===== config.mk =====
export PLATFORM = sky130hd
export DESIGN_NAME = subtractor_pipelined
export DESIGN_NICKNAME = d
export VERILOG_FILES = /design/src/rtl/subtractor_pipelined_pkg.sv /design/src/rtl/subtractor_pipelined_sub_chunk_stage.sv /design/src/rtl/subtractor_pipelined.sv
export SDC_FILE = /design/constraint.sdc
export NUM_CORES = 2
export LEC_CHECK = 0
export BUFFER_PORTS_ARGS = -buffer_cell sky130_fd_sc_hd__buf_2
export CAP_MARGIN = 0
export CORE_UTILIZATION = 25
export DETAILED_ROUTE_END_ITERATION = 7
export GPL_TIMING_DRIVEN = 0
export PLACE_DENSITY = 0.37
export SETUP_SLACK_MARGIN = 0.5
export SYNTH_ARGS = -nofsm -noshare
export SYNTH_HDL_FRONTEND = slang
export SYNTH_SLANG_ARGS = --single-unit

===== constraint.sdc =====
create_clock -name clk -period 2.9 [get_ports clk]
set_clock_uncertainty 0.15 [all_clocks]
set_input_delay 0.145 -clock clk [delete_from_list [all_inputs] [get_ports clk]]
set_output_delay 0.145 -clock clk [all_outputs]
set_load 0.02 [all_outputs]

===== src/rtl/subtractor_pipelined_pkg.sv =====
// Shared configuration for the chunked, borrow-rippling pipelined subtractor.
package subtractor_pipelined_pkg;

  localparam int unsigned SUB_WIDTH  = 120;
  localparam int unsigned SUB_CHUNK  = 30;
  localparam int unsigned SUB_STAGES = SUB_WIDTH / SUB_CHUNK;

  // Legal configuration: non-zero chunk that tiles the operand exactly.
  function automatic bit cfg_ok(input int unsigned w, input int unsigned c);
    if (c == 0) return 1'b0;
    return (w >= c) && ((w % c) == 0);
  endfunction

  localparam bit SUB_CFG_OK = cfg_ok(SUB_WIDTH, SUB_CHUNK);

  // Bit offset of operand level k (k >= 1) inside the packed operand skew store.
  // Level k keeps chunks k..STAGES-1, i.e. w - k*c bits.
  function automatic int unsigned op_off(input int unsigned k, input int unsigned w,
                                         input int unsigned c);
    return (k - 1) * w - (c * (k - 1) * k) / 2;
  endfunction

  // Bit offset of result deskew level k (k >= 1); level k keeps k*c result bits.
  function automatic int unsigned res_off(input int unsigned k, input int unsigned c);
    return (c * (k - 1) * k) / 2;
  endfunction

  function automatic int unsigned max1(input int unsigned x);
    return (x == 0) ? 1 : x;
  endfunction

endpackage


===== src/rtl/subtractor_pipelined_sub_chunk_stage.sv =====
// One CHUNK-bit subtract slice: d = a - b - borrow_in, registered with its borrow and valid.
module sub_chunk_stage
  import subtractor_pipelined_pkg::*;
#(
  parameter int unsigned CHUNK = SUB_CHUNK
) (
  input  logic             clk,
  input  logic             rst_n,
  input  logic [CHUNK-1:0] a_chunk,
  input  logic [CHUNK-1:0] b_chunk,
  input  logic             borrow_in,
  input  logic             valid_in,
  output logic [CHUNK-1:0] d_chunk,
  output logic             borrow_out,
  output logic             valid_out
);

  logic [CHUNK:0] w_sum;

  // a + ~b + !borrow_in; the top bit is the carry, whose complement is the borrow.
  always_comb begin
    w_sum = {1'b0, a_chunk} + {1'b0, ~b_chunk} + {{CHUNK{1'b0}}, ~borrow_in};
  end

  // Register the slice result; data holds when no operation passes through.
  always_ff @(posedge clk) begin
    if (!rst_n) begin
      d_chunk    <= '0;
      borrow_out <= 1'b0;
      valid_out  <= 1'b0;
    end else begin
      valid_out <= valid_in;
      if (valid_in) begin
        d_chunk    <= w_sum[CHUNK-1:0];
        borrow_out <= ~w_sum[CHUNK];
      end
    end
  end

endmodule


===== src/rtl/subtractor_pipelined.sv =====
// Pipelined WIDTH-bit subtractor: borrow ripples one CHUNK per clock, one op per cycle.
module subtractor_pipelined
  import subtractor_pipelined_pkg::*;
#(
  parameter int unsigned WIDTH = SUB_WIDTH,
  parameter int unsigned CHUNK = SUB_CHUNK
) (
  input  logic             clk,
  input  logic             rst_n,
  input  logic             in_valid,
  input  logic [WIDTH-1:0] a,
  input  logic [WIDTH-1:0] b,
  output logic             out_valid,
  output logic [WIDTH:0]   diff
);

  localparam int unsigned STAGES   = WIDTH / CHUNK;
  localparam int unsigned OP_BITS  = max1(op_off(STAGES, WIDTH, CHUNK));
  localparam int unsigned RES_BITS = max1(res_off(STAGES, CHUNK));

  if (!cfg_ok(WIDTH, CHUNK)) begin : g_cfg_err
    $error("subtractor_pipelined: WIDTH must be a non-zero multiple of CHUNK");
  end

  logic [WIDTH-1:0]  r_a;
  logic [WIDTH-1:0]  r_b;
  logic              r_v0;
  logic [STAGES:0]   w_v;
  logic [CHUNK-1:0]  w_d [STAGES];
  logic [STAGES-1:0] w_borrow;
  // Triangular skew/deskew stores: each level keeps only the chunks still needed,
  // packed back to back so no register bit is left unused.
  logic [OP_BITS-1:0]  r_a_lvl;
  logic [OP_BITS-1:0]  r_b_lvl;
  logic [RES_BITS-1:0] r_res;
  logic [WIDTH:0]      w_final;
  logic                r_out_valid;
  logic [WIDTH:0]      r_diff;

  // Input capture; operands hold when no operation is presented.
  always_ff @(posedge clk) begin
    if (!rst_n) begin
      r_v0 <= 1'b0;
      r_a  <= '0;
      r_b  <= '0;
    end else begin
      r_v0 <= in_valid;
      if (in_valid) begin
        r_a <= a;
        r_b <= b;
      end
    end
  end

  assign w_v[0] = r_v0;

  for (genvar k = 0; k < STAGES; k++) begin : g_stage
    localparam int unsigned WK = WIDTH - k * CHUNK;
    logic [WK-1:0] w_a_k;
    logic [WK-1:0] w_b_k;
    logic          w_bin;

    if (k == 0) begin : g_first
      assign w_a_k = r_a;
      assign w_b_k = r_b;
      assign w_bin = 1'b0;
    end else begin : g_rest
      localparam int unsigned OFF = op_off(k, WIDTH, CHUNK);
      assign w_a_k = r_a_lvl[OFF +: WK];
      assign w_b_k = r_b_lvl[OFF +: WK];
      assign w_bin = w_borrow[k-1];
    end

    sub_chunk_stage #(.CHUNK(CHUNK)) u_stage (
      .clk        (clk),
      .rst_n      (rst_n),
      .a_chunk    (w_a_k[CHUNK-1:0]),
      .b_chunk    (w_b_k[CHUNK-1:0]),
      .borrow_in  (w_bin),
      .valid_in   (w_v[k]),
      .d_chunk    (w_d[k]),
      .borrow_out (w_borrow[k]),
      .valid_out  (w_v[k+1])
    );

    if (k < STAGES - 1) begin : g_skew
      localparam int unsigned NOFF = op_off(k + 1, WIDTH, CHUNK);
      // Forward the unprocessed upper operand chunks alongside this stage.
      always_ff @(posedge clk) begin
        if (!rst_n) begin
          r_a_lvl[NOFF +: WK-CHUNK] <= '0;
          r_b_lvl[NOFF +: WK-CHUNK] <= '0;
        end else if (w_v[k]) begin
          r_a_lvl[NOFF +: WK-CHUNK] <= w_a_k[WK-1:CHUNK];
          r_b_lvl[NOFF +: WK-CHUNK] <= w_b_k[WK-1:CHUNK];
        end
      end
    end

    if (k >= 1) begin : g_deskew
      localparam int unsigned ROFF = res_off(k, CHUNK);
      if (k == 1) begin : g_lo
        // Delay chunk 0 result so it lines up with later chunks.
        always_ff @(posedge clk) begin
          if (!rst_n) begin
            r_res[ROFF +: CHUNK] <= '0;
          end else if (w_v[k]) begin
            r_res[ROFF +: CHUNK] <= w_d[0];
          end
        end
      end else begin : g_hi
        localparam int unsigned POFF = res_off(k - 1, CHUNK);
        // Append the newest lower chunk result to the delayed lower results.
        always_ff @(posedge clk) begin
          if (!rst_n) begin
            r_res[ROFF +: k*CHUNK] <= '0;
          end else if (w_v[k]) begin
            r_res[ROFF +: k*CHUNK] <= {w_d[k-1], r_res[POFF +: (k-1)*CHUNK]};
          end
        end
      end
    end
  end

  if (STAGES == 1) begin : g_final_one
    assign w_final = {w_borrow[0], w_d[0]};
  end else begin : g_final_many
    localparam int unsigned LOFF = res_off(STAGES - 1, CHUNK);
    assign w_final = {w_borrow[STAGES-1], w_d[STAGES-1], r_res[LOFF +: (STAGES-1)*CHUNK]};
  end

  // Output register; diff holds its last result between pulses.
  always_ff @(posedge clk) begin
    if (!rst_n) begin
      r_out_valid <= 1'b0;
      r_diff      <= '0;
    end else begin
      r_out_valid <= w_v[STAGES];
      if (w_v[STAGES]) begin
        r_diff <= w_final;
      end
    end
  end

  assign out_valid = r_out_valid;
  assign diff      = r_diff;

endmodule


Yosys cells after proc, flatten, opt, wreduce, memory -nomap -nowiden
Index checks and enable logic that the tools add are counted.
- add/sub/neg operators: 8
- multipliers: 0
- div/mod/pow operators: 0
- $lt $le $gt $ge: 0
- equal/unequal tests: 0
- shifts and indexed selects: 0
- multiplexer cells: 0
- bitwise operators: 11
- reductions and logical operators: 0
- operator list (cell ; count):
    adder 30 x 30 -> 31 bit ; 4
    NOT 30 bit ; 4
    adder 31 x 1 -> 31 bit ; 3
    adder 31 x 1 -> 31 bit, second input constant ; 1
    NOT 1 bit ; 7
- flip-flop bits (word level): 1031
- bits in latches: 0
- memory bits (writable): 0
- bits in read-only memories: 0
- input port bits: 243
- output and inout bits: 122
- logic and storage cells: 45
- memories kept: 0

Logic depth before layout (Yosys ltp)
- word-level depth: 4
- mapped depth: 13
- gate-level depth less buffers: 13

Hierarchy
Synthesis repeated with hierarchy kept, for this count alone.
- cell total of the unflattened synthesis: 4407
- area total of the unflattened synthesis: 45731.4 µm²
- by module, submodules not included (module ; instances ; cells an instance ; area each (µm²) ; sequential area each (µm²)):
    subtractor_pipelined ; 1 ; 2910 ; 34339.2 ; 18077.3
    sub_chunk_stage at g_stage[1].u_stage ; 1 ; 382 ; 2979.1 ; 640.6
    sub_chunk_stage at g_stage[2].u_stage ; 1 ; 376 ; 2882.8 ; 640.6
    sub_chunk_stage at g_stage[3].u_stage ; 1 ; 379 ; 2816.5 ; 640.6
    sub_chunk_stage at g_stage[0].u_stage ; 1 ; 360 ; 2713.9 ; 640.6

Worst setup path before layout
OpenSTA, ideal clock, no wires.
- path type: reg2reg
- from: register g_stage[1].u_stage.borrow_out
- to: register g_stage[2].u_stage.d_chunk[22]
- library setup time: 0.123 ns
- arrival: 2.704 ns
- required time: 2.627 ns
- slack: -0.077 ns
- stages on the path, launching flop included: 14
- buffers on the path: 0
- period minus slack after synthesis: 2.977 ns
- path through: dfxtp_1 inv_1 fa_1 inv_1 fa_1 nor2b_1 o31ai_1 a21oi_1 o211ai_1 a32oi_2 a221oi_2 o21ai_0 xnor2_1 o21ai_0
- word-level cells in the longest chain between the ends: 2
- RTL lines (item ; line ; text):
    start, declared ; subtractor_pipelined_sub_chunk_stage.sv:14 ; output logic borrow_out,
    start signal, assigned ; subtractor_pipelined_sub_chunk_stage.sv:35 ; borrow_out <= ~w_sum[CHUNK];
    NOT 1 bit ; subtractor_pipelined_sub_chunk_stage.sv:22 ; w_sum = {1'b0, a_chunk} + {1'b0, ~b_chunk} + {{CHUNK{1'b0}}, ~borrow_in};
    adder 31 x 1 -> 31 bit ; subtractor_pipelined_sub_chunk_stage.sv:22 ;
    end signal, assigned ; subtractor_pipelined_sub_chunk_stage.sv:34 ; d_chunk <= w_sum[CHUNK-1:0];
    end, declared ; subtractor_pipelined_sub_chunk_stage.sv:13 ; output logic [CHUNK-1:0] d_chunk,
Every way passes these cells.
A chain may end at the register's enable or synchronous reset.

Worst setup path after layout
- from: register g_stage[0].u_stage.borrow_out
- to: register g_stage[1].u_stage.d_chunk[26]
- word-level cells in the longest chain between the ends: 2
- RTL lines (item ; line):
    start, declared ; subtractor_pipelined_sub_chunk_stage.sv:14
    start signal, assigned ; subtractor_pipelined_sub_chunk_stage.sv:35
    NOT 1 bit ; subtractor_pipelined_sub_chunk_stage.sv:22
    adder 31 x 1 -> 31 bit ; subtractor_pipelined_sub_chunk_stage.sv:22
    end signal, assigned ; subtractor_pipelined_sub_chunk_stage.sv:34
    end, declared ; subtractor_pipelined_sub_chunk_stage.sv:13
Every way passes these cells.

==> impl_metrics.csv <==
group,metric,value,unit
worst_hold_path,hp-class,"input port to flop",
setup_path,start_kind,"flop",
global_routing,gr-usage-met3,2.90,%
outcome,status,"finished with violations",
floorplanning,io_pins,365,
clock_tree,cts.clk_slew.worst_paths,60,ps
timing,finalSetupViolCount,28,
floorplanning,fp.dieArea,0.170,mm^2
setup_path,timing.rr.start,"g_stage[0].u_stage.borrow_out",
yosys,synth_nets,4678,
layout,final_common_cell,"nor2_1",
floorplanning,num_rows,150,
clock_tree,cts_buffer_depth,3,
place,place_area,0.0472,mm^2
worst_hold_path,hold_start,"a[74]",
clock_tree,cts_tree,"yes",
worst_hold_path,hold_end,"g_stage[0].w_a_k[74]",
yosys,ys_ff_latch,1031,
clock_tree,cts_max_level,4,
yosys,ys_warn_count,0,
yosys,synth.area.top_cells,"dfxtp_1 49%, mux2i_1 23%, nor2_1 9.2%, ha_1 3.5%, clkbuf_1 1.7%",
floorplanning,die_x,413,um
yosys,synth-main-ff-cell,"dfxtp_1",
setup_path,crit_arrival,3700,ps
yosys,yosysTopAreaCell,"dfxtp_1",
power,power.leakage,0.0236,uW
layout,fin_util,34.8,%
floorplanning,core-area,0.167,mm^2
yosys,syn_inst,4311,
setup_path,cp-end-kind,"flop",
timing,slew_headroom,14.8,%
timing,worst_slew_pin_slew,1280,ps
floorplanning,start_util,25.2,%
routing,num_vias,32800,
routing,wl_per_cell,18.8,um
layout,final_area,0.0582,mm^2
setup_path,ff2ff_setup_slack,-320,ps
global_routing,grt_pass1_wl,212000,um
yosys,ys_seq_area_share,48.9,%
setup_path,rr_worst_depth,13,
timing,worst_slack,-319,ps
outcome,violations,"negative setup slack",
routing,drtIter0Drc,1396,
global_routing,grtUsageTotal,16.7,%
routing,vias_per_cell,4.29,
flow_run,drv_cap,0,
setup_path,timing.rr.end,"g_stage[1].u_stage.d_chunk[26]",
routing,antenna_left,0,
routing,wl,144000,um
layout,layout_common_cells,"1027 x nor2_1, 1014 x dfxtp_1, 966 x mux2i_1, 449 x dlygate4sd3_1, 382 x buf_2",
global_routing,grt_busiest_layer,"met2",
clock_tree,cts.root.buffer_cell,"clkbuf_16",
yosys,synth_edf_count,0,
yosys,synth_top_area_share,48.9,%
power,cellPowerDensity,610,mW/mm^2
global_routing,grt_antenna_before_repair,11,
place,hpwl,107000,um
global_routing,met1_usage,22.8,%
yosys,synth_cell_type_count,74,
place,place_congestion,0.787,
clock_tree,numClockSinks,1031,
floorplanning,die_y,413,um
layout,areaGrowthSynthToFinish,38.1,%
timing,slew_viol_final,0,
clock_tree,clk_latency,760,ps
timing,period_share,111,%
clock_tree,cts_made_buffers,132,
power,ir_worst_vdd,0.588,mV
yosys,avgSynthCellArea,9.78,um^2
timing,hold_slack,55.9,ps
layout,nets,5707,
setup_path,critical_path.max_fanout,2,
timing,max_freq,0.311,GHz
global_routing,met2_usage,27.0,%
yosys,syn-cell-area,0.0422,mm^2
worst_hold_path,min_delay_path_depth,4,
setup_path,required,3380,ps
layout,drive_gt1_share,18.1,%
timing,rsz0062_at_grt,"true",
timing,layout_min_cycle_time,3220,ps
timing,hold_viol_final,0,
global_routing,first_global_vias,32700,
place,portBuffers,363,
setup_path,cp-startpoint,"g_stage[0].u_stage.borrow_out",
yosys,ys_async_sr_fraction,0,%
global_routing,grt_max_degree,17,
routing,first_pass_iters,5,
setup_path,crit_type,"flop to flop",
global_routing,grt.overflow.total,0,
routing,drc,0,
[layer usage]
metal / vias to the layer above / part of all wire (%)
li1: 16800 / -
met1: 15300 / 49
met2: 528 / 45
met3: 186 / 4.0
met4: 2 / 2.0
met5: - / 0.0090
[how the worst max path moves through the flow]
stage                                           endpoint  slack [ps]
after floorplan           g_stage[1].u_stage.d_chunk[28]         -30
after detailed placement             g_stage[3].w_b_k[0]        -670
after CTS                 g_stage[1].u_stage.d_chunk[24]        -350
after global placement               g_stage[1].w_a_k[4]       -1500
final                     g_stage[1].u_stage.d_chunk[26]        -320
after global routing      g_stage[1].u_stage.d_chunk[28]        -420
[stage by stage]
| stage | total power, uW | worst slack [ps] | TNS (ps) | std cells |
|---|---|---|---|---|
| after floorplan | 17100 | -32.2 | -61.8 | 4311 |
| after global placement | 18200 | -1500 | -510270 | 6878 |
| after detailed placement | 18200 | -675 | -116940 | 6882 |
| after CTS | 35900 | -355 | -5150 | 7614 |
| after global routing | 37100 | -421 | -8750 | 7638 |
| final | 35500 | -319 | -4070 | 7645 |
[report_power, final]
group	total, uW	switching (uW)	internal [uW]
Combinational	4340	2190	2160
Clock	16400	6490	9870
Sequential	14800	238	14500
[flip-flops by register name (all words and copies together), names as in the netlist]
signal                      count
out_valid                       1
g_stage.w_a_k                 300
g_stage.w_b_k                 300
g_stage.u_stage.d_chunk       120
r_res                         180
r_v0                            1
diff                          121
g_stage.u_stage.borrow_out      4
g_stage.u_stage.valid_out       4
[layout make-up]
cell class / instances / area [um^2]
Sequential cell: 1031 / 20700
Clock buffer: 191 / 3870
Multi-Input combinational cell: 2857 / 21500
Inverter: 166 / 626
Tap cell: 2204 / 2760
Clock inverter: 37 / 444
Antenna cell: 7 / 17.5
Timing Repair Buffer: 895 / 7150
Fill cell: 17400 / 109000
Buffer: 257 / 1190
[timing repair]
item / CTS / global route
pin swaps: 126 / 110
buffers inserted: 55 / 24
endpoints found under the hold margin: 247 / 0
resized for setup: 256 / 191
hold buffers: 449 / 0
endpoints found under the setup margin: 642 / 526
[kinds of logic after synthesis]
group	Yosys count	synth area share (%)
buffers and inverters	423	3.78
flip-flops	1031	48.9
AND/OR/NAND/NOR	1276	12.3
AO/OA/AOI/OAI	405	6.42
multiplexers	967	23.0
adder cells (fa/ha/maj)	124	3.80
XOR/XNOR	85	1.77
[worst max-delay path, stage by stage (launching register included)]
cell and delay, ps:
dfxtp_2 330, inv_2 70, fa_2 220, inv_2 40
fa_2 330, and2b_2 250, o31ai_4 80, a211o_1 370
buf_4 160, a21o_1 170, o211a_1 260, o31ai_4 230
nand2_2 100, a221o_1 310
[synthesized netlist by cell type, types with 5 or more instances]
library cell and count:
xnor2_1 58, nand2b_1 15, nor2b_1 12, buf_1 59
o21ai_0 75, and2_1 10, o211ai_1 14, a21oi_1 105
nand2_1 73, nor2_1 1030, o31ai_1 10, and4_1 5
inv_1 166, o21ai_1 7, a31oi_1 14, nand4_1 17
nand3_1 37, nor3_1 21, o21a_1 11, mux2i_1 967
ha_1 117, clkbuf_1 194, a211o_1 7, dfxtp_1 1031
or3_1 5, a21o_1 61, a211oi_1 28, o21bai_1 13
nand3b_1 17, xor2_1 27, fa_1 7, a311oi_1 5
and3_1 23
Note: power is estimated with default switching activity, not from simulation.
